<file path="config.mk">
export PLATFORM = sky130hd
export DESIGN_NAME = tx_cu
export DESIGN_NICKNAME = d
export VERILOG_FILES = /design/src/rtl/tx_cu.sv
export SDC_FILE = /design/constraint.sdc
export NUM_CORES = 1
export LEC_CHECK = 0
export CAP_MARGIN = 20
export CELL_PAD_IN_SITES_DETAIL_PLACEMENT = 1
export CELL_PAD_IN_SITES_GLOBAL_PLACEMENT = 2
export CORE_MARGIN = 2
export CORE_UTILIZATION = 40
export CTS_CLUSTER_SIZE = 25
export DETAILED_ROUTE_END_ITERATION = 6
export DONT_BUFFER_PORTS = 1
export HOLD_SLACK_MARGIN = 0.15
export PLACE_DENSITY_LB_ADDON = 0.08
export SLEW_MARGIN = 25
export SYNTH_ARGS = -nofsm -noshare
export SYNTH_HDL_FRONTEND = slang
export SYNTH_SLANG_ARGS = --single-unit
</file>
<file path="constraint.sdc">
create_clock -name clk -period 3.56 [get_ports clk]
set_input_delay 0.712 -clock clk [delete_from_list [all_inputs] [get_ports clk]]
set_output_delay 0.712 -clock clk [all_outputs]
set_load 0.03 [all_outputs]
</file>
<file path="src/rtl/tx_cu.sv">
// Splits each 16-bit FIR result into two UART bytes (MSB first) and handshakes
// each byte with the transmitter's busy flag. A one-deep pending buffer absorbs results that arrive mid-frame.
module tx_cu #(
   parameter int GAP_CYCLES  = 2,
   parameter int ACK_TIMEOUT = 255
) (
   input  logic        clk,
   input  logic        rst,
   input  logic        FIR_valid,
   input  logic [15:0] FIR_out,
   input  logic        TxD_busy,
   output logic        TxD_start,
   output logic [7:0]  TxD_data,
   output logic        ready,
   output logic        tx_done,
   output logic        tx_ovf,
   output logic        tx_err
);

   typedef enum logic [3:0] {
      IDLE, SEND_MSB, ACK_MSB, WAIT_MSB, GAP, SEND_LSB, ACK_LSB, WAIT_LSB, DONE
   } state_t;

   localparam logic [7:0] ACK_LAST = 8'(ACK_TIMEOUT - 1);
   localparam logic [7:0] GAP_LAST = 8'(GAP_CYCLES - 1);

   state_t      state;
   logic [15:0] hold;
   logic [15:0] pend;
   logic        pend_valid;
   logic        restart;
   logic [7:0]  cnt;

   // restart marks a hold register reloaded by a timeout abort, so IDLE resends at once
   assign ready = (state == IDLE) && !restart && !pend_valid;

   always_ff @(posedge clk) begin
      if (rst) begin
         state      <= IDLE;
         hold       <= 16'h0000;
         pend       <= 16'h0000;
         pend_valid <= 1'b0;
         restart    <= 1'b0;
         cnt        <= 8'h00;
         TxD_start  <= 1'b0;
         TxD_data   <= 8'h00;
         tx_done    <= 1'b0;
         tx_ovf     <= 1'b0;
         tx_err     <= 1'b0;
      end else begin
         TxD_start <= 1'b0;
         tx_done   <= 1'b0;
         tx_err    <= 1'b0;

         // Results arriving while busy go to the pending slot; a full slot drops them.
         // States that consume the slot below override these assignments.
         if (FIR_valid && (state != IDLE || restart)) begin
            if (pend_valid) begin
               tx_ovf <= 1'b1;
            end else begin
               pend       <= FIR_out;
               pend_valid <= 1'b1;
            end
         end

         case (state)
            IDLE: begin
               if (restart) begin
                  restart   <= 1'b0;
                  state     <= SEND_MSB;
                  TxD_start <= 1'b1;
                  TxD_data  <= hold[15:8];
               end else if (FIR_valid) begin
                  hold      <= FIR_out;
                  state     <= SEND_MSB;
                  TxD_start <= 1'b1;
                  TxD_data  <= FIR_out[15:8];
               end
            end
            SEND_MSB: begin
               cnt   <= 8'h00;
               state <= ACK_MSB;
            end
            ACK_MSB, ACK_LSB: begin
               if (TxD_busy) begin
                  state <= (state == ACK_MSB) ? WAIT_MSB : WAIT_LSB;
               end else if (cnt == ACK_LAST) begin
                  tx_err <= 1'b1;
                  state  <= IDLE;
                  if (pend_valid) begin
                     hold       <= pend;
                     pend_valid <= 1'b0;
                     restart    <= 1'b1;
                  end else if (FIR_valid) begin
                     hold       <= FIR_out;
                     pend_valid <= 1'b0;
                     restart    <= 1'b1;
                  end
               end else begin
                  cnt <= cnt + 8'd1;
               end
            end
            WAIT_MSB: begin
               if (!TxD_busy) begin
                  if (GAP_CYCLES == 0) begin
                     state     <= SEND_LSB;
                     TxD_start <= 1'b1;
                     TxD_data  <= hold[7:0];
                  end else begin
                     cnt   <= 8'h00;
                     state <= GAP;
                  end
               end
            end
            GAP: begin
               if (cnt == GAP_LAST) begin
                  state     <= SEND_LSB;
                  TxD_start <= 1'b1;
                  TxD_data  <= hold[7:0];
               end else begin
                  cnt <= cnt + 8'd1;
               end
            end
            SEND_LSB: begin
               cnt   <= 8'h00;
               state <= ACK_LSB;
            end
            WAIT_LSB: begin
               if (!TxD_busy) begin
                  state   <= DONE;
                  tx_done <= 1'b1;
               end
            end
            DONE: begin
               if (pend_valid) begin
                  hold       <= pend;
                  pend_valid <= 1'b0;
                  state      <= SEND_MSB;
                  TxD_start  <= 1'b1;
                  TxD_data   <= pend[15:8];
               end else if (FIR_valid) begin
                  hold       <= FIR_out;
                  pend_valid <= 1'b0;
                  state      <= SEND_MSB;
                  TxD_start  <= 1'b1;
                  TxD_data   <= FIR_out[15:8];
               end else begin
                  state <= IDLE;
               end
            end
            default: state <= IDLE;
         endcase
      end
   end

endmodule

</file>
; ---- Word level (Yosys, flattened, before mapping)
; Index checks and enable logic that the tools add are counted.
[totals]
regBits = 58
latchBits = 0
ram_bits = 0
romBits = 0
inputBits = 20
output_inout_bits = 13
wordCells = 104
memories = 0
[classes]
add_sub_neg = 1
mul = 0
div_mod_pow = 0
order_cmp = 0
n_eq_ne = 21
shifts = 0
mux = 45
n_bitwise = 3
n_reduce_logical = 23
[op_table]
columns = operator, count
row1 = 2-to-1 mux 16 bit, 5
row2 = 2-to-1 mux 8 bit, 8
row3 = one-hot mux 16 bit (3 select lines), 1
row4 = one-hot mux 4 bit (8 select lines), 1
row5 = one-hot mux 8 bit (4 select lines), 1
row6 = 2-to-1 mux 4 bit, 7
row7 = one-hot mux 8 bit (3 select lines), 1
row8 = 2-to-1 mux 1 bit, 17
row9 = "== test 4 x 3 -> 1 bit, second input constant", 4
row10 = "!= test 2 bit, second input constant", 8
row11 = AND reduction 5 bit, 2
row12 = "!= test 3 bit, second input constant", 3
row13 = "adder 8 x 1 -> 8 bit, second input constant", 1
row14 = "== test 4 x 2 -> 1 bit, second input constant", 2
row15 = "== test 8 x 1 -> 1 bit, second input constant", 1
row16 = "== test 8 bit, second input constant", 1
row17 = AND reduction 4 bit, 2
row18 = nonzero test 4 bit, 2
row19 = AND reduction 2 bit, 3
row20 = nonzero test 3 bit, 2
row21 = OR reduction 2 bit, 3
row22 = "== test 4 x 1 -> 1 bit, second input constant", 1
row23 = "== test 4 bit, second input constant", 1
row24 = logical NOT 4 bit, 1
row25 = other kinds (9), 15

; ---- Depth between registers and ports, before layout
; Gate-level depths: netlist of the first run.
[logic_depth]
ltp_word = 9
mapped_depth = 8
depth_no_buf = 7

; ---- Worst setup path after synthesis of the first run
; Ideal clock, no wire load.
[synth_timing]
kind = reg2out
from = reg state[0]
to = out ready
arrival_ns = 1.447
required_time_ns = 2.848
path_slack_ns = 1.401
stages_incl_launch_ff = 5
n_path_buf = 1
path_cell_list = dfxtp_1 -> buf_2 -> nor3_1 -> nand2_1 -> nor2_1
[synth_via]
elab_chain_len = 3
[synth_rtl]
columns = item, line_no
row1 = "start, declared", 27  ; state_t state;
row2 = "start signal, assigned", 86  ; state <= (state == ACK_MSB) ? WAIT_MSB : WAIT_LSB;
row3 = logical NOT 4 bit, 35  ; assign ready = (state == IDLE) && !restart && !pend_valid;
row4 = logical AND 1 bit (2 in series), 35
row5 = "end, declared", 14  ; output logic ready,
; No other way between the ends.

; ---- Worst setup path in the final report of the first run
[layout_timing]
from = reg state[2]
to = out ready
; Same word-level chain as after synthesis.

==> results.toml, run 1 <==
[outcome]
status = "finished clean"

[cts]
cts_buffers = 9
clockBufferDepth = 2
cts_tree = "yes"
cts_resized = 0
clock_sinks = 58
postCtsSetupRepairBufs = 0
cts_root_buffer = "clkbuf_8"
clk_pin_slew_ns = 0.07
clock_latency_ns = 0.34
cts.hold.buffers_added = 0
h-tree-depth = 3

[critical_path]
critPathKind = "flip-flop to primary output"
cp_max_fo = 16
crit_required_ns = 2.85
end_kind = "primary output"
worstPathArrival_ns = 2.04
critPathLaunchType = "flip-flop"
reg2reg_from = "state[1]"
r2r_end = "hold[14]"
ff2ff_path_depth = 5
ff2ff_setup_slack_ns = 1.09

[routing]
drc = 0
wl_met3_um = 326
ant_nets = 0
post_drt_wl_per_cell_um = 19.4
num_vias = 2528
drt_pass1_iterations = 5
wl_met2_mm = 3.74
wl_met1_mm = 4.19
drt_iter0_markers = 85
viasPerCell = 5.87
routed_wl_mm = 8.35
dr.max_layer_used = "met4"

[sta]
tightestPinTransition_ns = 0.936
finalClockSkew_ns = 0.00862
timing.fmax_mhz = 363
report.final.slew_viol_count = 0
rsz0062_at_grt = "false"
relSlewSlack_pct = 37.2
fin_ws_ns = 0.807
setup_viol = 0
min_period_ns = 2.75
hold_viol = 0
fin_crit_sh_pct = 77.3
setup_tns_ns = 0
holdWs_ns = 0.442

[run]
maxCapViolations = 0

[yosys]
async_reset_ff_share_pct = 0
synth-edff-count = 0
syn_inst = 335
yosysWarnings = 0
synth.top_cell.area_share_pct = 38.4
synth_ff_type = "dfxtp_1"
yosysUniqueCellTypes = 54
yosysTopAreaCell = "dfxtp_1"
synth_nets = 358
synthTopCellsByArea = "dfxtp_1 (38%), mux2i_1 (11%), a21oi_1 (4.6%), nor2_1 (4.3%), o2bb2ai_1 (4.1%)"
postSynthAreaPerCell_um2 = 9.03
ys_ff_latch = 58
synth-seq-area-share_pct = 38.4
syn_area_um2 = 3030

[hold_path]
worstHoldEndpoint = "cnt[6]"
hp-start = "rst"
hold_depth = 1
min_path_type = "input port to flip-flop"

[floorplanning]
die_w_um = 91.0
die-area_um2 = 8280
row_count = 31
chipHeight_um = 91.0
num_io_pins = 33
initial_utilization_pct = 41.5
core_area_um2 = 7290

[placement]
place.gp.congestion = 0.746
dp.final_hpwl_mm = 5.46
post-place-ws_ns = 1.10
io_buffers = 0
place_inst = 415
place_area_um2 = 3080

[cells_and_area]
layout_commonest_cell = "dfxtp_1"
final-instance-count-excl-fill = 431
nFillCells = 881
n_antenna_cell = 0
drive_above_1_share_pct = 12.7
finalNetCount = 350
fin_area_um2 = 3300
finalCoreUtilization_pct = 45.3
synthToLayoutAreaGrowth_pct = 9.09
final_cell_mix = "dfxtp_1 (58), nor2_1 (35), mux2i_1 (32)"

[grt]
grt_antenna_before_repair = 0
grt_overflow = 0
grt_max_degree = 46
grt_pass1_wl_mm = 14.0
track_usage_pct = 21.5
grt_pass1_vias = 2597

[pwr]
p_per_area_nw_per_um2 = 792
p_leak_nw = 1.19
fin_total_pwr_mw = 2.62
vdd.ir_drop.worst_mv = 0.257
synth_stat cells, drive strengths merged (3+ instances only):
master    n
a211oi   12
nor4b     3
nor2     36
buf      12
nand2     8
ha        3
dfxtp    58
mux2      8
mux2i    32
o2bb2ai  14
a32o      5
inv       6
o21ai    14
and3     21
nor3     12
nor4      3
or4b      3
o22ai     9
nor3b     5
clkbuf   13
a21oi    28
cell type report:
class	instances	area, um^2	share of cell area (%)
multi-input cells	246	1730	52.4
flip-flops and latches	58	1160	35.2
clock buffers	11	141	4.28
well taps	99	124	3.75
clock inverters	5	77.6	2.35
repair buffers	6	45.0	1.36
inverters	6	22.5	0.682
state kept, by name, indices dropped and copies added, names as in the netlist:
name and count:
hold 16, pend 16, TxD_data 8, cnt 8, state 4, TxD_start 1, pend_valid 1, restart 1
tx_done 1, tx_err 1, tx_ovf 1
how the worst max path moves through the flow:
stage | to | cells past startpoint | from
floorplan | ready | 4 | state[0]
finish | ready | 3 | state[2]
global route | ready | 3 | state[2]
global placement | hold[10] | 5 | state[1]
detailed placement | hold[14] | 5 | state[1]
CTS | ready | 3 | state[0]
critical path: stages, from the launching register on:
cell and delay (ns):
dfxtp_1 0.47, nor3_1 0.45, nand2_1 0.26, nor2_1 0.53
per-layer routing:
metal / track usage [%] / vias up
met2: 32.8 / 42
met5: 0 / -
li1: - / 1246
met3: 5.31 / 8
met4: 6.82 / 0
met1: 29.9 / 1232
report_power, final:
| group | internal [mW] | switching (mW) |
|---|---|---|
| Clock | 0.411 | 0.273 |
| Sequential | 0.802 | 0.218 |
| Combinational | 0.361 | 0.552 |
cell families (layout without fill, tap and decap cells):
kind of cell	after synthesis	in the layout	share of synthesized area, %
simple gates	108	108	20.6
compound gates	95	95	21.8
flops	58	58	38.4
mux	40	40	13.6
buf+inv	31	28	4.46
fa+ha+maj	3	3	1.24
(Power assumes the default switching activity.)
==> run 2, diff against run 1 <==
Settings changed: CORE_UTILIZATION 40 to 35.
Clock period 3.56 ns to 2.3 ns, I/O delays scaled along.
==> run 2 against run 1 <==
  * Final cell count is 6.5% higher
  * Via count up 3.1%
  * Global-route usage decreased by 1.9 points
  * Critical path depth increased by 4
  * Wire length increased by 5.3%
  * Largest power group is now combinational cells
  * Highest routed layer unchanged
==> results.toml, run 2 (synthesis results as in run 1) <==
[outcome]
status = "finished clean"

[critical_path]
ff2ff_setup_slack_ns = 0.18
critPathLaunchType = "flip-flop"
critPathKind = "flip-flop to flip-flop"
crit_required_ns = 2.57
reg2reg_from = "cnt[0]"
end_kind = "flip-flop"
worstPathArrival_ns = 2.39
ff2ff_path_depth = 7
cp_max_fo = 4
r2r_end = "cnt[1]"

[cts]
clockBufferDepth = 2
h-tree-depth = 3
cts_tree = "yes"
clock_sinks = 58
cts_root_buffer = "clkbuf_8"
cts_buffers = 9
clk_pin_slew_ns = 0.08
clock_latency_ns = 0.33

[sta]
fin_crit_sh_pct = 92.2
relSlewSlack_pct = 50.3
fin_ws_ns = 0.180
rsz0062_at_grt = "false"
finalClockSkew_ns = 0.00910
tightestPinTransition_ns = 0.743
min_period_ns = 2.12
report.final.slew_viol_count = 0
hold_viol = 0
setup_viol = 0
holdWs_ns = 0.192
timing.fmax_mhz = 472

[routing]
viasPerCell = 5.68
drt_pass1_iterations = 4
drc = 0
num_vias = 2607
drt_iter0_markers = 90
routed_wl_mm = 8.79
ant_nets = 0
post_drt_wl_per_cell_um = 19.2

[cells_and_area]
layout_commonest_cell = "dfxtp_1"
top_regs = "hold: 16 flops, pend: 16 flops"
multi_input_area_um2 = 1730
final-instance-count-excl-fill = 459
n_antenna_cell = 0
fin_area_um2 = 3470
final_cell_mix = "dfxtp_1 (57), nor2_1 (35), mux2i_1 (32)"
synthToLayoutAreaGrowth_pct = 14.8
register_area_um2 = 1160
drive_above_1_share_pct = 18.6
finalNetCount = 372
nFillCells = 978

[floorplanning]
num_io_pins = 33
initial_utilization_pct = 36.5
core_area_um2 = 8300
row_count = 33
die_w_um = 97.0
die-area_um2 = 9410
chipHeight_um = 97.0

[pwr]
p_int_mw = 2.53
power.share.clock_pct = 23.2
pwr-share-comb_pct = 40.7
vdd.ir_drop.worst_mv = 0.359
switching_share_pct = 40.0
p_per_area_nw_per_um2 = 1220
seqPwrFrac_pct = 36.1
p_leak_nw = 1.29
power_switching_mw = 1.69

[hold_path]
min_path_type = "input port to flip-flop"
hold_depth = 1
hp-start = "rst"
worstHoldEndpoint = "pend[11]"

[grt]
grt_pass1_vias = 2732
grt_max_degree = 46
grt_overflow = 0
grt_antenna_before_repair = 0
grt_pass1_wl_mm = 14.8
track_usage_pct = 19.6

[placement]
dp.final_hpwl_mm = 5.89
place_inst = 439
place.gp.congestion = 0.759
io_buffers = 0
place_area_um2 = 3240
post-place-ws_ns = -0.0497

[run]
maxCapViolations = 0
[run 2: cell count changes in the layout (fill, tap and decap cells not counted), sizes merged]
cell,change
clkinvlp,+2
buf,+22
clkbuf,-1
bufinv,-1
[run 2: worst max-delay path by stage]
stage | slack (ns) | startpoint | cells past startpoint | to
after floorplan | 0.20 | cnt[0] | 7 | cnt[1]
after global placement | 0.01 | cnt[0] | 7 | cnt[4]
after detailed placement | -0.05 | cnt[0] | 7 | cnt[3]
after CTS | 0.03 | cnt[0] | 7 | cnt[1]
after global routing | 0.03 | cnt[0] | 7 | cnt[1]
final | 0.18 | cnt[0] | 7 | cnt[1]
[run 2: repair_timing]
item	in CTS	in global routing
hold buffers	0	0
hold endpoints to repair	0	0
buffers inserted	2	2
gates resized for setup	0	1
endpoints found under the setup margin	5	7
pin swaps	1	1
[run 2: area by class of cell]
class | count | area share, %
multi-input cells | 246 | 49.8
flip-flops and latches | 58 | 33.5
repair buffers | 28 | 6.41
clock buffers | 10 | 3.96
well taps | 105 | 3.78
clock inverters | 6 | 1.91
inverters | 6 | 0.648
[run 2: through the flow]
step                      utilization (%)  setup TNS (ns)  total power, mW
after floorplan                         -               0             2.68
after global placement               39.0               0             3.20
after detailed placement             39.0          -0.202             3.22
after CTS                            41.7               0             4.26
after global routing                 41.9               0             4.53
final                                41.9               0             4.22
[run 2: layer usage]
| metal | routed length [um] | vias up | global-route usage, % | share of wire [%] |
|---|---|---|---|---|
| met5 | 0 | - | 0 | 0 |
| met4 | 91 | 0 | 5.85 | 1.0 |
| met3 | 332 | 6 | 3.90 | 3.8 |
| li1 | - | 1289 | - | - |
| met1 | 4430 | 1277 | 27.6 | 50 |
| met2 | 3940 | 35 | 30.4 | 45 |
[run 2: power by group through the flow]
stage          logic [mW]  registers [mW]  clock network, mW
3_3_place_gp         1.66            1.54                  0
2_1_floorplan        1.20            1.49                  0
5_1_grt              1.91            1.57               1.06
4_1_cts              1.72            1.53               1.01
6_report             1.72            1.53              0.978
3_5_place_dp         1.67            1.55                  0
[run 2: critical path, stage by stage, from the launching register on]
cell and delay (ns):
dfxtp_2 0.34, inv_1 0.07, ha_1 0.22, and3_4 0.19
a211o_1 0.33, a2111o_1 0.42, or3_1 0.36, a21oi_1 0.13
